## src/rtl/div_iter_unit.sv

```systemverilog
// Multi-cycle radix-2 restoring divider with pipeline-stall control (IDLE/CALC/FIX/DONE).
// Optional macro DIV_EARLY_OUT_EN: finish in one cycle when |dividend| < |divisor|.
module div_iter_unit #(
  parameter int WIDTH = 32,
  parameter int CNT_W = 6
) (
  input  logic             clk,
  input  logic             rst,
  input  logic             op_valid,
  input  logic             op_signed,
  input  logic [WIDTH-1:0] dividend,
  input  logic [WIDTH-1:0] divisor,
  input  logic             flush,
  output logic             stall,
  output logic             busy,
  output logic             res_valid,
  output logic             div_by_zero,
  output logic [WIDTH-1:0] quot,
  output logic [WIDTH-1:0] rem
);

  typedef enum logic [1:0] {IDLE, CALC, FIX, DONE} state_t;

  state_t           state_q, state_d;
  logic [CNT_W-1:0] cnt_q, cnt_d;
  logic [WIDTH-1:0] quot_q, quot_d, rem_q, rem_d;
  logic             dbz_q, dbz_d;

  logic [WIDTH-1:0] pr_q, pr_d, wq_q, wq_d, dvs_q, dvs_d;
  logic             qneg_q, qneg_d, rneg_q, rneg_d;

  logic signed [WIDTH-1:0] dvd_s, dvs_s;
  logic                    dvd_neg, dvs_neg;
  logic [WIDTH-1:0]        dvd_mag, dvs_mag;
  logic [WIDTH:0]          shifted, diff;

  function automatic logic [WIDTH-1:0] negate(input logic [WIDTH-1:0] v);
    return (~v) + WIDTH'(1);
  endfunction

  always_comb begin
    dvd_s   = dividend;
    dvs_s   = divisor;
    dvd_neg = op_signed && (dvd_s < 0);
    dvs_neg = op_signed && (dvs_s < 0);
    dvd_mag = dvd_neg ? negate(dividend) : dividend;
    dvs_mag = dvs_neg ? negate(divisor) : divisor;
    // WIDTH+1 bits so the divisor magnitude 2^(WIDTH-1) and the shifted remainder never overflow
    shifted = {pr_q, wq_q[WIDTH-1]};
    diff    = shifted - {1'b0, dvs_q};
  end

  always_comb begin
    state_d = state_q;
    cnt_d   = cnt_q;
    quot_d  = quot_q;
    rem_d   = rem_q;
    dbz_d   = dbz_q;
    pr_d    = pr_q;
    wq_d    = wq_q;
    dvs_d   = dvs_q;
    qneg_d  = qneg_q;
    rneg_d  = rneg_q;
    if (flush) begin
      state_d = IDLE;
    end else begin
      case (state_q)
        IDLE: begin
          if (op_valid) begin
            qneg_d = dvd_neg ^ dvs_neg;
            rneg_d = dvd_neg;
            dvs_d  = dvs_mag;
            wq_d   = dvd_mag;
            pr_d   = '0;
            if (divisor == '0) begin
              state_d = DONE;
              quot_d  = '1;
              rem_d   = dividend;
              dbz_d   = 1'b1;
            end else begin
              state_d = CALC;
              cnt_d   = CNT_W'(WIDTH);
              dbz_d   = 1'b0;
`ifdef DIV_EARLY_OUT_EN
              if (dvd_mag < dvs_mag) begin
                state_d = DONE;
                cnt_d   = '0;
                quot_d  = '0;
                rem_d   = dividend;
              end
`else
`endif
            end
          end
        end
        CALC: begin
          if (diff[WIDTH]) begin
            pr_d = shifted[WIDTH-1:0];
            wq_d = {wq_q[WIDTH-2:0], 1'b0};
          end else begin
            pr_d = diff[WIDTH-1:0];
            wq_d = {wq_q[WIDTH-2:0], 1'b1};
          end
          cnt_d = cnt_q - CNT_W'(1);
          if (cnt_q == CNT_W'(1)) state_d = FIX;
        end
        FIX: begin
          // Results are committed to quot/rem here so they hold across later operations
          quot_d  = qneg_q ? negate(wq_q) : wq_q;
          rem_d   = rneg_q ? negate(pr_q) : pr_q;
          dbz_d   = 1'b0;
          state_d = DONE;
        end
        DONE:    state_d = IDLE;
        default: state_d = IDLE;
      endcase
    end
  end

  always_ff @(posedge clk or posedge rst) begin
    if (rst) begin
      state_q <= IDLE;
      cnt_q   <= '0;
      quot_q  <= '0;
      rem_q   <= '0;
      dbz_q   <= 1'b0;
    end else begin
      state_q <= state_d;
      cnt_q   <= cnt_d;
      quot_q  <= quot_d;
      rem_q   <= rem_d;
      dbz_q   <= dbz_d;
    end
  end

  always_ff @(posedge clk) begin
    pr_q   <= pr_d;
    wq_q   <= wq_d;
    dvs_q  <= dvs_d;
    qneg_q <= qneg_d;
    rneg_q <= rneg_d;
  end

  assign stall       = op_valid & ~flush & (state_q != DONE);
  assign busy        = (state_q != IDLE);
  assign res_valid   = (state_q == DONE) & ~flush;
  assign div_by_zero = res_valid & dbz_q;
  assign quot        = quot_q;
  assign rem         = rem_q;

endmodule
```

## config.mk

```make
export PLATFORM = sky130hd
export DESIGN_NAME = div_iter_unit
export DESIGN_NICKNAME = d
export VERILOG_FILES = /design/src/rtl/div_iter_unit.sv
export SDC_FILE = /design/constraint.sdc
export NUM_CORES = 1
export LEC_CHECK = 0
export CAP_MARGIN = 20
export CORE_ASPECT_RATIO = 1.4
export CORE_MARGIN = 2
export CORE_UTILIZATION = 60
export CTS_BUF_LIST = sky130_fd_sc_hd__clkbuf_8
export CTS_CLUSTER_SIZE = 10
export DETAILED_ROUTE_END_ITERATION = 8
export PLACE_DENSITY = 0.91
export SLEW_MARGIN = 20
export SYNTH_ARGS = -nofsm -noshare
export SYNTH_HDL_FRONTEND = slang
export SYNTH_SLANG_ARGS = --single-unit
```

## constraint.sdc

```tcl
create_clock -name clk -period 16.1 [get_ports clk]
set_clock_uncertainty 0.1 [all_clocks]
set_input_delay 3.22 -clock clk [delete_from_list [all_inputs] [get_ports clk]]
set_output_delay 3.22 -clock clk [all_outputs]
set_load 0.02 [all_outputs]
```

==> impl_results.md, run 1 <==
- Row count: 59
- Die Area: 20,100 µm²
- Mapped cell area: 11,400 µm²
- DRT iter0 DRCs: 924
- CP max-delay cell: clkdlybuf4s50_1
- Number of global-route vias before repair: 9,166
- Post-DRT Antenna Nets: 0
- Yosys reg bits: 171
- Clock Tree Root: clkbuf_8
- Later-pin clock latency in the skew report: 0.46 ns
- Sum Neg Setup Slack: 0 ns
- Placed cell area: 12,900 µm²
- CP Launch Type: input pin
- Critical path buffer and inverter count: 2
- GR Util All Layers: 26.4%
- Net Count, Synth: 1,367
- Static leakage: 5.13 nW
- Critical path fanouts, max: 10
- Synth Area in Adders: 4.80%
- Post CTS Setup Buffer Count: 0
- Worst vdd ir: 0.0602 mV
- Outcome: finished, final reports clean
- Sequential-to-total area share from yosys stat: 42.0%
- TritonCTS Buffers: 17
- XOR/XNOR Fraction of Synth Area: 11.2%
- Power Density: 128 nW/µm²
- Yosys Warn Count: 0
- Die Width: 120 µm
- Finished Core Util: 71.6%
- Max-slew violations: 0
- DPL Wire Length: 19.9 mm
- Crit-path max cell delay: 0.64 ns
- Layout cell share with drive strength beyond 1: 4.59%
- Final setup viols: 0
- CTS tree: done
- Final Cycle Share: 50.8%
- Worst path required time: 12.78 ns
- Number of port buffers: 136
- Remaining Overflow, GRT: 0
- Initial antenna violation count: 0
- Post-synth ARST share: 42.7%
- Max transition margin: 37.0%
- Die Ht: 167 µm
- Largest net degree at the start of global routing: 83
- DRC Markers: 0
- Critical path class: input pin to primary output
- Final WL: 26.2 mm
- Most frequent CP cell: clkdlybuf4s50_1
- Crit path DAT: 4.86 ns
- Critical path's top delay family: buffers and inverters
- Combinational family with the most area after synthesis: compound AO/OA/AOI/OAI gates
- Crit. End Element: primary output
- Maximum capacitance violations: 0
- Final instance area: 13,300 µm²
- Area fraction in compound gates after synthesis: 18.0%
- Fmax: 122 MHz
- Ys flop type: edfxtp_1
- Min-Delay Path Class: flop to flop
- First-pass GRT wire length: 42.9 mm
- CTS resizes: 0
- Ant diodes: 0
- Clk buf depth: 2
- Final GP Congestion: 0.940
- Syn Inst Count: 1,255
- Hold_buf cts: 0
- CP Cell Sequence: clkdlybuf4s50_1 -> nor2b_1 -> and2_1 -> clkdlybuf4s50_1
- Avg Inst Size Synth: 9.06 µm²
- Synth area leaders: edfxtp_1 (26%), dfrtp_1 (16%), o21ai_0 (6.6%), xor2_1 (6.2%), nand2_1 (5.3%)
- Hold Violations, Final: 0
- DR WL/cell: 16.2 µm
- Pre-antenna DRT Iters: 6
- Number of synthesized flops with an enable pin: 98
- Worst Tran Pin Value: 0.936 ns
- RSZ-0062 raised after global routing: no
- Final min period: 8.18 ns
- Nets: 1,474
- Clock transition at path regs: 0.09 ns
- Synth area leader: edfxtp_1
- Vias per inst: 5.98
- Clk sink count: 171
- I/O pins: 137
- Distinct cell type count after synthesis: 66
- Area Overhead vs Synth: 17.1%
- Hold slack final: 0.392 ns
- Area share of the largest cell type after synthesis: 25.9%
- Simple-gate portion of the synthesized area: 16.3%
- Via count: 9,672
- H-tree levels: 4
- Post-synthesis mux area share: 3.54%
- Initial Util: 61.1%
- Core area: 18,600 µm²
kinds of logic (layout without fill, tap and decap cells):
group,after synthesis,after routing
simple gates,399,399
xor+xnor,145,145
mux,40,40
buf+inv,116,235
flops,171,171
fa+ha+maj,43,43
compound gates,341,341
metal layers:
layer / part of all wire [%] / vias up / track usage, % / wire length, µm
met1: 39 / 4533 / 30.3 / 10200
li1: - / 4695 / - / -
met4: 3.9 / 0 / 12.4 / 1020
met5: 0 / - / 0 / 0
met3: 5.7 / 65 / 3.66 / 1480
met2: 52 / 379 / 47.9 / 13600
cell usage after synthesis (all sizes together) (21+ instances only):
master / n
a21oi: 63
ha: 42
a31oi: 28
nor2: 102
nand2: 161
clkbuf: 43
o21ai: 152
or3: 21
edfxtp: 98
mux2i: 38
dfrtp: 73
inv: 58
xnor2: 64
xor2: 81
o31ai: 26
layout by cell type (no fill, tap or decap), types with 4 or more instances in the layout:
master	netlist	final
inv_1	58	57
or3_1	18	18
a21o_1	15	15
xnor2_1	64	64
nand4_1	10	10
nor3_1	20	20
o41ai_1	8	8
o22a_1	11	11
edfxtp_1	98	98
nor4_1	9	9
buf_4	1	9
clkdlybuf4s50_1	0	136
mux2i_1	38	38
o21bai_1	4	4
o31ai_1	25	25
a31oi_1	28	28
a21oi_1	62	62
nor2b_1	7	7
ha_1	42	40
nand3_1	15	15
nand2b_1	10	10
o21a_1	6	6
nand2_1	161	161
nor2_1	102	101
xor2_1	81	81
inv_6	0	5
a211oi_1	5	5
and2_1	11	11
dfrtp_1	73	73
or4_1	10	10
or2_2	5	5
clkbuf_8	0	17
o21ai_0	150	150
power by group:
group          total [mW]  switching, mW  internal [mW]
Combinational       0.701          0.387          0.314
Sequential          0.679         0.0889          0.590
Clock               0.325          0.169          0.156
stage by stage:
step                power (mW)  std cells  setup slack [ns]
floorplan                 1.12       1255              8.23
finish                    1.70       1618              7.92
global placement          1.35       1587              7.96
global route              1.80       1618              7.83
CTS                       1.70       1618              7.92
detailed placement        1.38       1587              7.92
worst paths after layout:
check                         endpoint      from  slack, ns  cells after the start
max                        div_by_zero     flush       7.92                      4
min                            rem[19]   rem[19]       0.39                      2
max reg2reg                   pr_q[16]  wq_q[31]      11.58                     13
min reg2reg                    rem[19]   rem[19]       0.39                      2
max in group asynchronous       rem[0]       rst      12.04                      3
min in group asynchronous   state_q[0]       rst       3.25                      3
sequential cells by signal, indices dropped and copies added, names as in the netlist:
signal and cells:
qneg_q 1, state_q 2, quot 32, wq_q 32, dbz_q 1, pr_q 32
rneg_q 1, dvs_q 32, cnt_q 6, rem 32
worst register-to-register path: cells and delay by family, from the launching register on:
kind / cells / cell delay (ns)
simple gates: 4 / 0.90
mux: 1 / 0.29
compound gates: 4 / 1.21
fa+ha+maj: 2 / 0.65
buf+inv: 2 / 0.64
flops: 1 / 0.46
area by class of cell:
cell class / count / area, µm²
multi-input cells: 968 / 6170
fillers: 1401 / 5290
flip-flops and latches: 171 / 4770
repair buffers: 145 / 1430
well taps: 244 / 305
clock buffers: 17 / 234
inverters: 59 / 221
clock inverters: 14 / 183
No activity file was read; power rests on OpenSTA's default activity.
==> run 2, diff against run 1 <==
--- a/config.mk
+++ b/config.mk
@@ -8,11 +8,11 @@
 export CAP_MARGIN = 20
 export CORE_ASPECT_RATIO = 1.4
 export CORE_MARGIN = 2
-export CORE_UTILIZATION = 60
+export CORE_UTILIZATION = 59
 export CTS_BUF_LIST = sky130_fd_sc_hd__clkbuf_8
 export CTS_CLUSTER_SIZE = 10
 export DETAILED_ROUTE_END_ITERATION = 8
-export PLACE_DENSITY = 0.91
+export PLACE_DENSITY = 0.9
 export SLEW_MARGIN = 20
 export SYNTH_ARGS = -nofsm -noshare
 export SYNTH_HDL_FRONTEND = slang
==> constraint.sdc (replaced) <==
create_clock -name clk -period 8.3 [get_ports clk]
set_clock_uncertainty 0.1 [all_clocks]
set_input_delay 1.66 -clock clk [delete_from_list [all_inputs] [get_ports clk]]
set_output_delay 1.66 -clock clk [all_outputs]
set_load 0.02 [all_outputs]
==> impl_results.md, run 2 (synthesized netlist as in run 1, its figures left out) <==
- Largest net degree at the start of global routing: 83
- Die Ht: 168 µm
- DRC Markers: 0
- Maximum capacitance violations: 0
- Nets: 1,474
- Core area: 19,100 µm²
- Final setup viols: 0
- RR Startpoint: wq_q[31]
- Post CTS Setup Buffer Count: 0
- CTS tree: done
- Worst vdd ir: 0.140 mV
- R2R Setup Slk: 3.77 ns
- Later-pin clock latency in the skew report: 0.47 ns
- Fmax: 189 MHz
- Outcome: finished, final reports clean
- Worst Tran Pin Value: 0.928 ns
- Worst setup path startpoint: divisor[0]
- Layout cell share with drive strength beyond 1: 4.65%
- CTS resizes: 0
- Via count: 9,682
- Most frequent CP cell: nand2_1
- Number of port buffers: 136
- First-pass GRT wire length: 43.2 mm
- Critical path fanouts, max: 55
- Critical path's top delay family: simple AND/OR/NAND/NOR gates
- Hold slack final: 0.391 ns
- Ant diodes: 0
- Critical path class: input pin to flop
- H-tree levels: 4
- Final WL: 26.6 mm
- RSZ-0062 raised after global routing: no
- Crit. End Element: flop
- DR WL/cell: 16.4 µm
- Worst hold stages: 2
- Remaining Overflow, GRT: 0
- Most frequent cells in the layout: nand2_1 (161), o21ai_0 (150), clkdlybuf4s50_1 (136)
- Initial Util: 59.6%
- Hold Crit Endpoint: rem[11]
- Pre-CTS setup slack: 2.58 ns
- Post-DRT Antenna Nets: 0
- Power Density: 249 nW/µm²
- I/O pins: 137
- Max transition margin: 38.1%
- Min-Delay Path Class: flop to flop
- TritonCTS Buffers: 17
- Area Overhead vs Synth: 17.3%
- CP max-delay cell: or4b_1
- Clk sink count: 171
- Commonest non-fill, non-tap cell in the layout: nand2_1
- Placed Instances: 1,591
- Final Cycle Share: 63.6%
- Die Width: 121 µm
- Worst path required time: 8.56 ns
- Final GP Congestion: 0.951
- Clock transition at path regs: 0.10 ns
- Clock Tree Root: clkbuf_8
- Max-slew violations: 0
- PnR worst setup slack: 3.02 ns
- Crit-path max cell delay: 0.51 ns
- Number of global-route vias before repair: 9,205
- GR Util All Layers: 26.2%
- Hold_buf cts: 0
- Row count: 60
- Reg2Reg Depth: 13
- Clk buf depth: 2
- R2r endpoint: pr_q[2]
- Pre-antenna DRT Iters: 5
- Crit path DAT: 5.54 ns
- Vias per inst: 5.97
- Initial antenna violation count: 0
- Static leakage: 5.15 nW
- Tot Pwr: 3.32 mW
- Hold path startpoint: rem[11]
- CP Cell Sequence: clkdlybuf4s50_1 -> inv_1 -> ha_1 -> or4b_1 -> nor4_2 -> and4b_1 -> nand3_1 -> nor2_1 -> nand2_1 -> a21oi_4 -> buf_4 -> nand2_1 -> o22a_1
- Hold Violations, Final: 0
- Final min period: 5.28 ns
- Post-Layout Cell Count: 1,623
- CP Launch Type: input pin
- DRT iter0 DRCs: 725
- Critical path buffer and inverter count: 3
- DPL Wire Length: 20.2 mm
- Sum Neg Setup Slack: 0 ns
- Die Area: 20,400 µm²
[run 2: cell count changes in the layout (fill, tap and decap cells not counted), sizes merged]
| cell | previous run | this run |
|---|---|---|
| clkinv | 2 | 3 |
| clkinvlp | 3 | 1 |
| clkbuf | 17 | 19 |
[run 2: worst max path at each step]
stage | to | depth (start not counted)
after floorplan | cnt_q[4] | 5
after global placement | quot[29] | 13
after detailed placement | quot[30] | 13
after global routing | quot[30] | 13
final | quot[30] | 13
after CTS | quot[30] | 13
[run 2: final cells by class]
class / instances / area (µm²)
Timing Repair Buffer: 145 / 1430
Inverter: 59 / 221
Sequential cell: 171 / 4770
Clock inverter: 13 / 179
Fill cell: 1434 / 5730
Clock buffer: 19 / 262
Tap cell: 248 / 310
Multi-Input combinational cell: 968 / 6170
[run 2: per-stage QoR]
step | cell area (µm²) | util (%)
floorplan | 11400 | -
global placement | 12900 | 67.7
detailed placement | 12900 | 67.7
CTS | 13300 | 70.0
global route | 13300 | 70.0
finish | 13300 | 70.0
[run 2: report_power, final]
part / switching [mW] / internal (mW)
Sequential: 0.187 / 1.14
Combinational: 0.739 / 0.608
Clock: 0.322 / 0.323
[run 2: worst min-delay path, cell delays in order (launching register included)]
cell and delay, ns:
dfrtp_1 0.35, nand2_1 0.04, o21ai_0 0.06
[run 2: metal layers]
layer / GRT usage [%] / vias to the layer above / routed length, µm
met5: 0 / - / 0
met4: 10.7 / 0 / 887
met3: 3.83 / 67 / 1300
met2: 49.2 / 335 / 14100
met1: 29.2 / 4572 / 10300
li1: - / 4708 / -
